==> config.mk <==
export PLATFORM = sky130hd
export DESIGN_NAME = mem_bus_arb
export DESIGN_NICKNAME = d
export VERILOG_FILES = /design/src/rtl/mem_bus_pkg.sv /design/src/rtl/mem_bus_rr_arb.sv /design/src/rtl/mem_bus_arb.sv
export SDC_FILE = /design/constraint.sdc
export NUM_CORES = 1
export LEC_CHECK = 0
export BUFFER_PORTS_ARGS = -buffer_cell sky130_fd_sc_hd__clkbuf_2
export CORE_MARGIN = 1
export CORE_UTILIZATION = 45
export DETAILED_ROUTE_END_ITERATION = 8
export PLACE_DENSITY = 0.92
export SYNTH_ARGS = -nofsm -noshare
export SYNTH_HDL_FRONTEND = slang
export SYNTH_SLANG_ARGS = --single-unit
export TNS_END_PERCENT = 30
==> constraint.sdc <==
create_clock -name CLK -period 2.25 [get_ports CLK]
set_clock_uncertainty 0.15 [all_clocks]
set_input_delay 0 -clock CLK [delete_from_list [all_inputs] [get_ports CLK]]
set_output_delay 0 -clock CLK [all_outputs]
set_load 0.005 [all_outputs]
==> src/rtl/mem_bus_pkg.sv <==
// mem_bus_pkg: shared types and constants for the
// external async memory bus controller.
package mem_bus_pkg;

  typedef enum logic [1:0] {
    IDLE,
    SETUP,
    STROBE,
    HOLD
  } state_t;

  localparam logic SEL_RAM   = 1'b0;
  localparam logic SEL_FLASH = 1'b1;

  localparam int WAIT_CYCLES_DEF = 3;

endpackage

==> src/rtl/mem_bus_rr_arb.sv <==
// mem_bus_rr_arb: two-port arbiter with a last-grant pointer.
// MEM_BUS_ARB_FAIR_EN selects round-robin, else fixed priority.
module mem_bus_rr_arb
  import mem_bus_pkg::*;
(
  input  logic       clk,
  input  logic       rst_n,
  input  logic [1:0] req,
  input  logic       take,
  output logic [1:0] gnt
);

  // 1 = port 1 was granted most recently
  logic last;

  // track the port that won the last accepted grant
  always_ff @(posedge clk) begin
    if (!rst_n) begin
      last <= 1'b1;
    end else if (take && |gnt) begin
      last <= gnt[1];
    end
  end

`ifdef MEM_BUS_ARB_FAIR_EN
  // round-robin: a tie goes to the port not served last
  always_comb begin
    gnt = 2'b00;
    unique case (1'b1)
      (req == 2'b11): gnt = last ? 2'b01 : 2'b10;
      (req == 2'b01): gnt = 2'b01;
      (req == 2'b10): gnt = 2'b10;
      default:        gnt = 2'b00;
    endcase
  end
`else
  logic unused_last;
  assign unused_last = last;

  // fixed priority: port 0 always wins a tie
  always_comb begin
    gnt = 2'b00;
    unique case (1'b1)
      req[0]:             gnt = 2'b01;
      (req[1] & ~req[0]): gnt = 2'b10;
      default:            gnt = 2'b00;
    endcase
  end
`endif

endmodule

==> src/rtl/mem_bus_arb.sv <==
// mem_bus_arb: two-port controller for the shared async RAM/flash
// bus. Define MEM_BUS_ARB_FAIR_EN for round-robin arbitration.
module mem_bus_arb
  import mem_bus_pkg::*;
#(
  parameter int WAIT_CYCLES = WAIT_CYCLES_DEF,
  parameter int ADDR_W      = 23
) (
  input  logic              CLK,
  input  logic              RST_SYNC_N,
  input  logic              M0_REQ_IN,
  input  logic [ADDR_W-1:0] M0_ADDR_IN,
  input  logic              M0_WE_IN,
  input  logic [1:0]        M0_BE_IN,
  input  logic              M0_SEL_IN,
  input  logic [15:0]       M0_WDATA_IN,
  input  logic              M1_REQ_IN,
  input  logic [ADDR_W-1:0] M1_ADDR_IN,
  input  logic              M1_WE_IN,
  input  logic [1:0]        M1_BE_IN,
  input  logic              M1_SEL_IN,
  input  logic [15:0]       M1_WDATA_IN,
  output logic              M0_ACK_OUT,
  output logic              M1_ACK_OUT,
  output logic [15:0]       RDATA_OUT,
  output logic [ADDR_W:0]   MEM_ADDR_OUT,
  input  logic [15:0]       MEM_DATA_IN,
  output logic [15:0]       MEM_DATA_OUT,
  output logic              MEM_DATA_OE_OUT,
  output logic              MEM_OE_OUT,
  output logic              MEM_WR_OUT,
  output logic              RAM_CS_OUT,
  output logic              FLASH_CS_OUT,
  output logic              RAM_LB_OUT,
  output logic              RAM_UB_OUT,
  output logic              RAM_ADV_OUT,
  output logic              RAM_CLK_OUT,
  output logic              RAM_CRE_OUT,
  output logic              FLASH_RP_OUT
);

  state_t            state;
  logic [3:0]        cnt;
  logic              gidx;
  logic              we_q;
  logic [1:0]        req;
  logic [1:0]        gnt;
  logic              take;
  logic [ADDR_W-1:0] w_addr;
  logic              w_we;
  logic [1:0]        w_be;
  logic              w_sel;
  logic [15:0]       w_wdata;

  assign req  = {M1_REQ_IN, M0_REQ_IN};
  assign take = (state == IDLE);

  assign RAM_ADV_OUT  = 1'b0;
  assign RAM_CLK_OUT  = 1'b0;
  assign RAM_CRE_OUT  = 1'b0;
  assign FLASH_RP_OUT = 1'b1;

  mem_bus_rr_arb u_arb (
    .clk   (CLK),
    .rst_n (RST_SYNC_N),
    .req   (req),
    .take  (take),
    .gnt   (gnt)
  );

  // route the winning requester's fields to the latch
  always_comb begin
    w_addr  = M0_ADDR_IN;
    w_we    = M0_WE_IN;
    w_be    = M0_BE_IN;
    w_sel   = M0_SEL_IN;
    w_wdata = M0_WDATA_IN;
    if (gnt[1]) begin
      w_addr  = M1_ADDR_IN;
      w_we    = M1_WE_IN;
      w_be    = M1_BE_IN;
      w_sel   = M1_SEL_IN;
      w_wdata = M1_WDATA_IN;
    end
  end

  // bus sequencer; every pin is registered so strobes are clean
  always_ff @(posedge CLK) begin
    if (!RST_SYNC_N) begin
      state           <= IDLE;
      cnt             <= 4'd0;
      gidx            <= 1'b0;
      we_q            <= 1'b0;
      M0_ACK_OUT      <= 1'b0;
      M1_ACK_OUT      <= 1'b0;
      RDATA_OUT       <= 16'h0000;
      MEM_ADDR_OUT    <= '0;
      MEM_DATA_OUT    <= 16'h0000;
      MEM_DATA_OE_OUT <= 1'b0;
      MEM_OE_OUT      <= 1'b1;
      MEM_WR_OUT      <= 1'b1;
      RAM_CS_OUT      <= 1'b1;
      FLASH_CS_OUT    <= 1'b1;
      RAM_LB_OUT      <= 1'b1;
      RAM_UB_OUT      <= 1'b1;
    end else begin
      M0_ACK_OUT <= 1'b0;
      M1_ACK_OUT <= 1'b0;
      unique case (state)
        IDLE: begin
          if (|gnt) begin
            state           <= SETUP;
            gidx            <= gnt[1];
            we_q            <= w_we;
            MEM_ADDR_OUT    <= {w_addr, 1'b0};
            MEM_DATA_OUT    <= w_wdata;
            MEM_DATA_OE_OUT <= w_we;
            RAM_CS_OUT      <= (w_sel != SEL_RAM);
            FLASH_CS_OUT    <= (w_sel != SEL_FLASH);
            RAM_LB_OUT      <= ~w_be[0];
            RAM_UB_OUT      <= ~w_be[1];
          end
        end
        SETUP: begin
          state      <= STROBE;
          cnt        <= 4'(WAIT_CYCLES - 1);
          MEM_OE_OUT <= we_q;
          MEM_WR_OUT <= ~we_q;
        end
        STROBE: begin
          if (cnt == 4'd0) begin
            state      <= HOLD;
            MEM_OE_OUT <= 1'b1;
            MEM_WR_OUT <= 1'b1;
            M0_ACK_OUT <= ~gidx;
            M1_ACK_OUT <= gidx;
            if (!we_q) begin
              RDATA_OUT <= MEM_DATA_IN;
            end
          end else begin
            cnt <= cnt - 4'd1;
          end
        end
        HOLD: begin
          state           <= IDLE;
          MEM_DATA_OE_OUT <= 1'b0;
          RAM_CS_OUT      <= 1'b1;
          FLASH_CS_OUT    <= 1'b1;
          RAM_LB_OUT      <= 1'b1;
          RAM_UB_OUT      <= 1'b1;
        end
      endcase
    end
  end

endmodule

==> impl_metrics.ini, run 1 <==
[outcome]
status = finished clean

[drt]
drt-total-wl_mm = 12.3
drc_errors = 0
via_count = 3805
dr.pass1.iters = 5
ant_nets = 0
drt_iter0_drc = 147
via_per_inst = 5.37
wl_per_cell_um = 17.3

[critical_path]
worst_setup_path_start_kind = register
critPathLaunch = state[0]$_SDFFE_PN0P_
timing.rr.end = RAM_LB_OUT$_SDFFE_PN1P_
required_ps = 2330
crit_path_end_kind = register
crit_arrival_ps = 2130
cp_max_fo = 9
reg2regPathDepth = 7
endpoint = RAM_LB_OUT$_SDFFE_PN1P_
r2r_start = state[0]$_SDFFE_PN0P_
rrSetupSlack_ps = 200
worstSetupPathType = register to register

[floorplanning]
fp.dieArea_um2 = 7480
die-width_um = 86.5
rows = 30
io_pins = 175
die_height_um = 86.5
initial_core_util = 0.470
coreArea_um2 = 6830

[place]
dpl_cell_area_um2 = 4050
globalplace.congestion = 0.778
port_buffers = 169
placedCellCount = 588
dp_hpwl_mm = 5.93

[global_routing]
grt_max_degree = 74
grt_pass1_vias = 3891
grt-ovfl-total = 0
grt_pass1_wl_mm = 18.4
track_usage = 0.326
antenna_found_initial = 0

[sta]
fmax_ghz = 0.488
worst_pin_slew_ps = 657
tns_ps = 0
fin_crit_sh = 0.910
hold_ws_ps = 37.3
setup_viol = 0
maxSlewViolCount = 0
grt_setup_unrepaired = false
hold_violations = 0
slew_headroom = 0.562
fin_crit_ps = 2050

[cells_and_area]
finalNetCount = 720
fin_area_um2 = 5330
layout_common_cells = 169 x clkbuf_2, 105 x dlygate4sd3_1, 72 x dfxtp_1, 44 x nor2_1, 42 x mux2i_1
fin_cells = 709
n_antenna_cell = 0
fill_cells = 377
syn_to_final_growth_pct = 65.9
final_common_cell = clkbuf_2
final_layout_size_suffix_gt1_frac = 0.320

[synth]
synthSimpleGateAreaFrac = 0.136
synth_top_cell_area_share = 0.449
async_reset_ff_frac = 0
synth-seq-cells = 72
yosysTopAreaCell = dfxtp_1
yosysWarnings = 0
netlist_area_um2 = 3210
synth_top_family_by_area = compound AO/OA/AOI/OAI gates
ys_top_cells_by_area = dfxtp_1 45%, mux2i_1 13%, a211oi_1 9.6%, nor2_1 5.1%, nand2_1 3.2%
synth_seq_area_share = 0.449
synth-edff-count = 0
syn_inst = 350
synthAdderAreaFrac = 0.0234
synth_ff_type = dfxtp_1
synth_xor_area_frac = 0
synth_mux_area_frac = 0.134
synth_compound_area_frac = 0.175
synth_cell_type_count = 38
synth_area_per_cell_um2 = 9.18

[clock_tree]
clock-sinks = 72
cts_buffers = 9
clockBufferDepth = 2
tritoncts = done
post_cts_buffers = 0
clock_latency_ps = 350
htree_num_levels = 3
cts_root_buffer = clkbuf_8
clk_pin_slew_worst_paths_ps = 90

[pwr]
p_clk_frac = 0.226
cellPowerDensity_nw_per_um2 = 977
p_seq_frac = 0.370
comb_power_share = 0.404
p_int_uw = 3240
peakVddDrop_v = 0.000574
finalPower_uw = 5210
p_sw_uw = 1970
switching_share = 0.378
p_leak_uw = 0.00244

[worst_hold_path]
hold_class = primary input to register

[run]
drv_cap = 0
[cells in the mapped netlist (2+ instances only)]
cell type and instances:
a211oi_1 41, a21oi_1 8, buf_2 10, buf_4 5, buf_6 6, clkbuf_1 12, conb_1 2, dfxtp_1 72
ha_1 6, inv_1 9, mux2i_1 42, nand2_1 27, nand3_1 19, nor2_1 44, nor3_1 3, o21ai_0 20
o22ai_1 2, o31ai_1 2
[kinds of logic after synthesis]
logic type      Yosys count
flops                    72
buf+inv                  44
fa+ha+maj                 6
compound gates           83
mux                      43
simple gates            100
other cells               2
[metrics by stage]
stage                     setup WS, ps  utilization
after CTS                          213        0.779
final                              202        0.780
after global routing              68.7        0.780
after detailed placement           362        0.592
after floorplan                    582            -
after global placement             456        0.592
[flip-flops by register name, summed over array words and instances, names as in the netlist]
name	flops
M0_ACK_OUT	1
M1_ACK_OUT	1
state	2
RAM_UB_OUT	1
cnt	4
we_q	1
MEM_OE_OUT	1
MEM_WR_OUT	1
RAM_CS_OUT	1
FLASH_CS_OUT	1
RAM_LB_OUT	1
RDATA_OUT	16
gidx	1
MEM_DATA_OUT	16
MEM_DATA_OE_OUT	1
MEM_ADDR_OUT	23
[how the worst min path moves through the flow]
stage / startpoint / endpoint / slack [ps] / cells past startpoint
after global routing: M1_REQ_IN / MEM_ADDR_OUT[8]$_SDFFE_PN0P_ / 70 / 3
after floorplan: MEM_DATA_IN[0] / RDATA_OUT[0]$_SDFFE_PN0P_ / -20 / 2
after CTS: M1_REQ_IN / state[1]$_SDFFE_PN0P_ / 20 / 3
after global placement: MEM_DATA_IN[7] / RDATA_OUT[7]$_SDFFE_PN0P_ / 70 / 3
after detailed placement: MEM_DATA_IN[0] / RDATA_OUT[0]$_SDFFE_PN0P_ / 70 / 3
final: M1_REQ_IN / state[1]$_SDFFE_PN0P_ / 40 / 3
[worst max-delay path: stages, from the launching register on]
cell           delay [ps]
dfxtp_1               340
inv_1                 120
ha_1                  310
and2b_1               200
a21oi_1                50
o22ai_1               120
dlygate4sd3_1         580
nand3_1                70
[layout make-up]
cell class,count,area (um2),area share
timing repair buffer,279,1970,0.370
multi-input combinational,237,1530,0.288
sequential,72,1440,0.271
clock buffer,9,124,0.0233
tap,96,120,0.0225
clock inverter,7,103,0.0193
inverter,9,33.8,0.00634
[power by group through the flow]
| stage | Combinational [uW] | Clock, uW | Sequential [uW] |
|---|---|---|---|
| floorplan | 1120 | 0 | 1900 |
| global placement | 1670 | 0 | 1890 |
| detailed placement | 1750 | 0 | 1900 |
| CTS | 1950 | 1180 | 1880 |
| global route | 2290 | 1230 | 1950 |
| finish | 2100 | 1180 | 1920 |
[routing by layer]
metal / GRT usage / vias up / part of all wire
met4: 0.255 / 0 / 0.057
met5: 0 / - / 0
li1: - / 1744 / -
met2: 0.582 / 265 / 0.50
met1: 0.326 / 1730 / 0.36
met3: 0.0771 / 66 / 0.082
[repair_timing]
item,CTS,global route
hold buffers,105,0
setup endpoints to repair,0,1
endpoints found under the hold margin,63,0
resized for setup,0,1
Power figures use the tool's default switching activity.
==> run 2, diff against run 1 <==
Settings changed: CORE_MARGIN 1 to unset, SETUP_SLACK_MARGIN set to 0.5.
==> run 2 against run 1 <==
Combinational power is 17% higher. Non-clock buffer count is 9 higher. Fmax is 12% higher. Worst hold slack better by 14 ps.
==> impl_metrics.ini, run 2 (synthesis gave the netlist of run 1 again) <==
[drt]
dr.pass1.iters = 5
wl_per_cell_um = 19.3
drc_errors = 0
via_per_inst = 5.71
ant_nets = 0
drt-total-wl_mm = 13.9
via_count = 4103
drt_iter0_drc = 287

[sta]
hold_ws_ps = 51.3
fin_crit_sh = 0.813
tns_ps = 0
setup_slack_ps = 421
slew_headroom = 0.550
hold_violations = 0
fin_crit_ps = 1830
setup_viol = 0
worst_pin_slew_ps = 675
grt_setup_unrepaired = true
fmax_ghz = 0.547
maxSlewViolCount = 0

[critical_path]
worst_setup_path_start_kind = register
crit_arrival_ps = 1910
rrSetupSlack_ps = 420
worstSetupPathType = register to register
r2r_start = state[1]$_SDFFE_PN0P_
crit_path_end_kind = register
cp_max_fo = 36
required_ps = 2330
reg2regPathDepth = 5
timing.rr.end = MEM_DATA_OUT[12]$_SDFFE_PN0P_
critPathLaunch = state[1]$_SDFFE_PN0P_

[pwr]
cellPowerDensity_nw_per_um2 = 1010
p_leak_uw = 0.00251
peakVddDrop_v = 0.000619

[cells_and_area]
post-route-util = 0.809
final_common_cell = clkbuf_2
layout_common_cells = 169 x clkbuf_2, 106 x dlygate4sd3_1, 70 x dfxtp_1, 44 x nor2_1, 42 x mux2i_1
largest_reg_flops = 23
finalNetCount = 729
n_antenna_cell = 0
fin_area_um2 = 5520
syn_to_final_growth_pct = 72.0
largestRegisters = MEM_ADDR_OUT x23, MEM_DATA_OUT x16, RDATA_OUT x16
top_register = MEM_ADDR_OUT
final_layout_size_suffix_gt1_frac = 0.349

[place]
port_buffers = 169
dp_hpwl_mm = 5.93
dp_slack_ps = 362
dpl_cell_area_um2 = 4050
globalplace.congestion = 0.778

[global_routing]
grt_pass1_wl_mm = 19.4
grt-ovfl-total = 0
grt_pass1_vias = 4036
grt_max_degree = 42
track_usage = 0.343
antenna_found_initial = 0

[clock_tree]
clock-sinks = 72
htree_num_levels = 3
cts_root_buffer = clkbuf_8
clk_pin_slew_worst_paths_ps = 90
clock_latency_ps = 350
clockBufferDepth = 2
tritoncts = done
cts_buffers = 9

[floorplanning]
initial_core_util = 0.470
die-width_um = 86.5
fp.dieArea_um2 = 7480
die_height_um = 86.5
io_pins = 175
rows = 30
coreArea_um2 = 6830

[worst_hold_path]
hold_depth = 4
holdPathEnd = RAM_UB_OUT$_SDFFE_PN1P_
hold_class = primary input to register
min_from = M0_REQ_IN

[run]
drv_cap = 0

[outcome]
status = finished clean
-- run 2: what timing repair did --
action	CTS	global route
resized for setup	4	17
setup endpoints to repair	56	59
setup buffers	0	6
cloned	1	1
hold endpoints to repair	63	0
pin swaps	0	3
hold buffers	106	0
-- run 2: metrics by stage --
| step | std cells | power [uW] |
|---|---|---|
| global route | 718 | 5820 |
| global placement | 588 | 3560 |
| detailed placement | 588 | 3650 |
| finish | 718 | 5570 |
| floorplan | 353 | 3020 |
| CTS | 711 | 5100 |
-- run 2: cell type report --
cell class / instances / area [um2]
fillers: 342 / 1310
inverters: 9 / 33.8
multi-input cells: 237 / 1600
flip-flops and latches: 72 / 1440
repair buffers: 288 / 2100
clock inverters: 7 / 103
clock buffers: 9 / 124
well taps: 96 / 120
-- run 2: metal layers --
metal / vias to the layer above / wire length, um / track usage
met5: - / 0 / 0
met4: 0 / 847 / 0.270
met3: 96 / 1390 / 0.0867
met2: 375 / 6960 / 0.609
met1: 1866 / 4660 / 0.342
li1: 1766 / - / -
-- run 2: power breakdown --
part / internal (uW) / total [uW] / switching (uW) / leakage (uW)
registers: 1660 / 1950 / 285 / 0.000594
logic: 1130 / 2450 / 1320 / 0.00180
clock network: 640 / 1180 / 539 / 0.000116
-- run 2: critical path, cell delays in order (launching register included) --
cell and delay (ps):
dfxtp_2 390, inv_1 120, ha_4 210, o21a_4 170, bufbuf_16 330, a211oi_1 340
-- run 2: worst max path at each step --
stage | endpoint | slack [ps]
final | MEM_DATA_OUT[12]$_SDFFE_PN0P_ | 420
after detailed placement | MEM_ADDR_OUT[17]$_SDFFE_PN0P_ | 360
after global routing | MEM_DATA_OUT[12]$_SDFFE_PN0P_ | 390
after floorplan | MEM_ADDR_OUT[1]$_SDFFE_PN0P_ | 580
after CTS | MEM_ADDR_OUT[17]$_SDFFE_PN0P_ | 460
after global placement | MEM_DATA_OUT[3]$_SDFFE_PN0P_ | 460
